[src/rtl/arrow_judge.sv]
// Arrow judge: queues beat arrows in a small FIFO and scores button
// presses against the oldest pending arrow (hit/miss, score, combo).
module arrow_judge #(
  parameter int NUM_ARROWS = 4,
  parameter int ARROW_BASE = 10,
  parameter int CODE_W     = 4,
  parameter int DEPTH      = 4,
  parameter int WINDOW     = 8,
  parameter int SCORE_W    = 8
) (
  input  logic                       clk,
  input  logic                       rst,
  input  logic                       play,
  input  logic                       beat_tick,
  input  logic [CODE_W-1:0]          arrow_in,
  input  logic [NUM_ARROWS-1:0]      btn,
  output logic                       hit,
  output logic                       miss,
  output logic [SCORE_W-1:0]         score,
  output logic [SCORE_W-1:0]         combo,
  output logic                       head_valid,
  output logic [CODE_W-1:0]          head_code,
  output logic [$clog2(DEPTH):0]     count,
  output logic                       code_err
);

  localparam int AW = $clog2(DEPTH);
  localparam int CW = AW + 1;
  localparam int GW = (WINDOW > 1) ? $clog2(WINDOW) : 1;

  localparam logic [CODE_W-1:0] BASE = CODE_W'(ARROW_BASE);
  localparam logic [GW-1:0]     LAST = GW'(WINDOW - 1);

  typedef enum logic [1:0] {
    S_IDLE,
    S_WAIT,
    S_ARMED
  } state_t;

  state_t state, state_nxt;

  logic [CODE_W-1:0]     mem [DEPTH];
  logic [AW-1:0]         rd_ptr, wr_ptr;
  logic [CW-1:0]         cnt, cnt_nxt;
  logic [GW-1:0]         age;
  logic [NUM_ARROWS-1:0] btn_q, rise, head_hot;
  logic [CODE_W-1:0]     in_idx, head_idx;
  logic                  in_ok, armed, start, full;
  logic                  beat_ok, do_hit, do_jmiss, do_pop;
  logic                  do_push, do_drop, bad_code;

  always_comb begin
    rise     = btn & ~btn_q;
    in_idx   = arrow_in - BASE;
    in_ok    = {1'b0, in_idx} < (CODE_W + 1)'(NUM_ARROWS);
    head_idx = mem[rd_ptr] - BASE;
    head_hot = NUM_ARROWS'(1) << head_idx;
    armed    = play && (state == S_ARMED);
    start    = play && (state == S_IDLE);
    full     = (cnt == CW'(DEPTH));
  end

  // A press is judged even at the last window cycle, so a hit beats timeout
  always_comb begin
    do_hit   = armed && (rise != '0) && (rise == head_hot);
    do_jmiss = armed && (((rise != '0) && (rise != head_hot)) ||
                         ((rise == '0) && (age == LAST)));
    do_pop   = do_hit || do_jmiss;
    beat_ok  = beat_tick && play && (state != S_IDLE);
    do_push  = beat_ok && in_ok && (!full || do_pop);
    do_drop  = beat_ok && in_ok && full && !do_pop;
    bad_code = beat_ok && !in_ok;
    cnt_nxt  = cnt + CW'(do_push) - CW'(do_pop);
  end

  always_comb begin
    state_nxt = state;
    if (!play) begin
      state_nxt = S_IDLE;
    end else begin
      unique case (state)
        S_IDLE:  state_nxt = S_WAIT;
        S_WAIT:  if (do_push) state_nxt = S_ARMED;
        S_ARMED: if (cnt_nxt == '0) state_nxt = S_WAIT;
        default: state_nxt = S_IDLE;
      endcase
    end
  end

  always_ff @(posedge clk or posedge rst) begin
    if (rst) state <= S_IDLE;
    else     state <= state_nxt;
  end

  always_ff @(posedge clk) begin
    if (play && do_push) mem[wr_ptr] <= arrow_in;
  end

  always_ff @(posedge clk or posedge rst) begin
    if (rst) begin
      rd_ptr <= '0;
      wr_ptr <= '0;
      cnt    <= '0;
      age    <= '0;
    end else if (!play) begin
      rd_ptr <= '0;
      wr_ptr <= '0;
      cnt    <= '0;
      age    <= '0;
    end else begin
      if (do_push) wr_ptr <= wr_ptr + AW'(1);
      if (do_pop)  rd_ptr <= rd_ptr + AW'(1);
      cnt <= cnt_nxt;
      // age restarts whenever a different entry becomes the head
      if ((do_pop && cnt_nxt != '0) || (do_push && cnt == '0))
        age <= '0;
      else if (armed)
        age <= age + GW'(1);
    end
  end

  always_ff @(posedge clk or posedge rst) begin
    if (rst) begin
      btn_q    <= '0;
      hit      <= 1'b0;
      miss     <= 1'b0;
      score    <= '0;
      combo    <= '0;
      code_err <= 1'b0;
    end else begin
      btn_q <= btn;
      hit   <= do_hit;
      miss  <= do_jmiss || do_drop;
      if (start) begin
        score    <= '0;
        combo    <= '0;
        code_err <= 1'b0;
      end else begin
        if (do_hit && score != '1) score <= score + SCORE_W'(1);
        if (do_jmiss || do_drop)
          combo <= '0;
        else if (do_hit && combo != '1)
          combo <= combo + SCORE_W'(1);
        if (bad_code) code_err <= 1'b1;
      end
    end
  end

  always_comb begin
    head_valid = (cnt != '0);
    head_code  = head_valid ? mem[rd_ptr] : '0;
    count      = cnt;
  end

endmodule

[config.mk]
export PLATFORM = sky130hd
export DESIGN_NAME = arrow_judge
export DESIGN_NICKNAME = d
export VERILOG_FILES = /design/src/rtl/arrow_judge.sv
export SDC_FILE = /design/constraint.sdc
export NUM_CORES = 1
export LEC_CHECK = 0
export CORE_ASPECT_RATIO = 1.2
export CORE_MARGIN = 1.5
export CORE_UTILIZATION = 45
export CTS_CLUSTER_SIZE = 16
export DETAILED_ROUTE_END_ITERATION = 16
export GPL_ROUTABILITY_DRIVEN = 0
export PLACE_DENSITY = 0.68
export SYNTH_ARGS = -nofsm -noshare
export SYNTH_HDL_FRONTEND = slang
export SYNTH_SLANG_ARGS = --single-unit
[constraint.sdc]
create_clock -name clk -period 3.4 [get_ports clk]
set_input_delay 0.68 -clock clk [delete_from_list [all_inputs] [get_ports clk]]
set_output_delay 0.68 -clock clk [all_outputs]
set_load 0.01 [all_outputs]
==> results.md <==
- Setup crit start kind: input port
- Final min period: 3.22 ns
- Total number of vias: 2,059
- Top-level I/O count: 39
- Worst rel slew slack: 62.6%
- Area Growth Syn to Fin: 27.2%
- Num rows: 30
- Peak VDD IR: 0.236 mV
- Initial antenna violation count: 0
- Antenna cell count: 0
- Final Util: 60.6%
- Cts hold-fix bufs: 0
- Number of nets in the layout: 336
- Detailed Routing Iterations Pass 1: 4
- Final WL: 5.48 mm
- Slew Viols, Final: 0
- RSZ-0062 raised after global routing: no
- Worst Setup Slack, final: 0.180 ns
- Cell Area, Synth: 2740 um^2
- CP Capture Type: flip-flop
- Crit Path Class: in2reg
- Vias in the first global route: 1,993
- Global-route wire length before repair: 9.36 mm
- Fillers: 496
- Initial drt markers: 121
- Ys Warns: 0
- CTS buffer count: 5
- Share of layout cells above drive strength 1: 15.3%
- Power Dens Cells: 338 nW/um^2
- Tcrit/Tclk final: 94.7%
- Via-to-Cell Ratio: 5.24
- Worst Tran Pin Value: 0.557 ns
- WL/cell: 13.9 um
- Min Hold Slack: 0.532 ns
- Cell variety after synth: 48
- Grt total ovfl: 0
- Cell count after synthesis: 250
- Leakage power: 0.00145 uW
- Final ANT Viol Nets: 0
- Max-Cap Viols: 0
- Post-DP Area: 3350 um^2
- Die area: 6560 um^2
- H-Tree Depth: 2
- Ys async rst share: 68.6%
- Sequential fraction of the synthesis area: 49.6%
- Post-synthesis sequential element count: 51
- Setup violations, final: 0
- Clock Latency Late Sink: 0.30 ns
- CP arrival: 3.40 ns
- Clk_skew: 0.00931 ns
- Die Y: 88.4 um
- Post-synth EDFFs: 16
- CTS tree: done
- Setup TNS: 0 ns
- Main synth FF type: dfrtp_1
- Post-Syn Nets: 274
- Syn Area/Cell: 10.9 um^2
- Critical-path maximum fanout: 5
- Core area: 5740 um^2
- Cell area after layout: 3480 um^2
- Status: completed
- CTS Root Cell: clkbuf_8
- Hold Fails Final Rpt: 0
- Total track usage: 18.6%
- Largest net degree at the start of global routing: 36
- Clk slew on worst S/H paths: 0.09 ns
- Place WS: -0.146 ns
- Critical Path RT: 3.58 ns
- Remaining DRCs: 0
- Max clock buf depth: 2
- FMAX: 311 MHz
- Dpl hpwl: 4.22 mm
- Initial Util: 47.6%
- I/O Buffers: 38
- Clock Sink Count: 51
- Die X: 74.2 um
- HP Class: reg2reg
## placed cells by master (no fill, tap or decap), drive strengths merged, types with 2 or more instances in the layout
cell / n
a21oi: 8
a31o: 2
a31oi: 3
and2: 12
and3: 8
and4: 2
buf: 25
clkbuf: 7
clkdlybuf4s50: 36
dfrtp: 35
dlymetal6s2s: 2
edfxtp: 16
ha: 11
inv: 13
mux2i: 5
mux4: 5
nand2: 16
nand2b: 4
nand3: 9
nand4: 9
nor2: 20
nor2b: 15
nor3: 5
nor4: 6
o211ai: 5
o21ai: 5
or4: 3
xnor2: 9
xor2: 3
## worst paths after layout
path | cells past startpoint | endpoint | start | slack (ns)
hold / removal | 2 | code_err$_DFFE_PP0P_ | code_err$_DFFE_PP0P_ | 0.53
min in group asynchronous | 3 | wr_ptr[1]$_DFFE_PP0P_ | rst | 0.78
setup reg to reg | 9 | score[4]$_DFFE_PP0P_ | rd_ptr[0]$_DFFE_PP0P_ | 0.22
max in group asynchronous | 3 | btn_q[0]$_DFF_PP0_ | rst | 2.29
hold reg to reg | 2 | code_err$_DFFE_PP0P_ | code_err$_DFFE_PP0P_ | 0.53
setup / recovery | 14 | age[2]$_DFFE_PP0P_ | btn[2] | 0.18
## sequential cells by signal (all words and copies together) (netlist names)
signal    cells
age           3
btn_q         4
code_err      1
combo         8
count         3
hit           1
mem          16
miss          1
rd_ptr        2
score         8
state         2
wr_ptr        2
## report_power, final
group | leakage [uW] | total, uW | switching [uW] | internal, uW
clock | 0.0000524 | 418 | 198 | 221
sequential | 0.000619 | 646 | 5.87 | 640
combinational | 0.000781 | 111 | 56.6 | 54.0
## through the flow
step	cells	power [uW]
final	393	1170
after global routing	393	1220
after CTS	392	1180
after detailed placement	384	770
after global placement	384	768
after floorplan	250	711
## cell type report
cell class	instances	area, um^2	share of cell area (%)
clock buffer	7	76.3	2.19
clock inverter	1	30.0	0.863
inverter	13	48.8	1.40
multi-input combinational	178	1290	37.2
sequential	51	1360	39.0
tap	80	100	2.88
timing repair buffer	63	573	16.5
## cells by family after synthesis
family / Yosys count / synth area share (%)
AND/OR/NAND/NOR: 113 / 23.3
flip-flops: 51 / 49.6
AO/OA/AOI/OAI: 30 / 7.46
buffers and inverters: 21 / 3.29
XOR/XNOR: 12 / 4.12
adder cells (fa/ha/maj): 12 / 5.76
multiplexers: 11 / 6.50
## per-layer routing
metal	part of all wire (%)	GRT usage, %
met1	44	24.0
met2	52	32.0
met3	3.2	3.42
met4	1.1	5.05
met5	0	0
## synthesized netlist by cell type (2+ instances only)
library cell  instances  area, um^2
nand4_1               9        56.3
nor3_1                5        25.0
a21oi_1               8        40.0
and4_1                2        17.5
nor4_1                6        37.5
nand2_1              16        60.1
mux4_2                5         113
edfxtp_1             16         480
dfrtp_1              35         876
inv_1                13        48.8
clkbuf_1              4        15.0
buf_2                 2        10.0
nand3_1               7        35.0
and3_1                8        50.1
mux2i_1               5        50.1
nand2b_1              4        25.0
nor2_1               19        71.3
xnor2_1               9        78.8
a31o_2                2        17.5
ha_1                 11         138
xor2_1                2        17.5
nor2b_1              15        93.8
a31oi_1               2        12.5
and2_1               12        75.1
o211ai_1              5        37.5
o21ai_0               4        20.0
or4_1                 3        22.5
## critical path: stages
cell	delay (ns)
clkdlybuf4s50_1	0.42
nand2b_1	0.11
nand4_1	0.15
o21ai_1	0.35
nand3_1	0.13
o21ai_1	0.11
ha_2	0.17
inv_1	0.04
fa_1	0.36
xor2_1	0.16
xnor2_1	0.14
and3b_2	0.23
o211ai_1	0.27
nor2_1	0.07
## what timing repair did
item | 4_1_cts | 5_1_grt
hold endpoints to repair | 0 | 0
setup endpoints to repair | 0 | 4
setup buffers | 0 | 1
gates resized for setup | 0 | 6
Power figures use the tool's default switching activity.
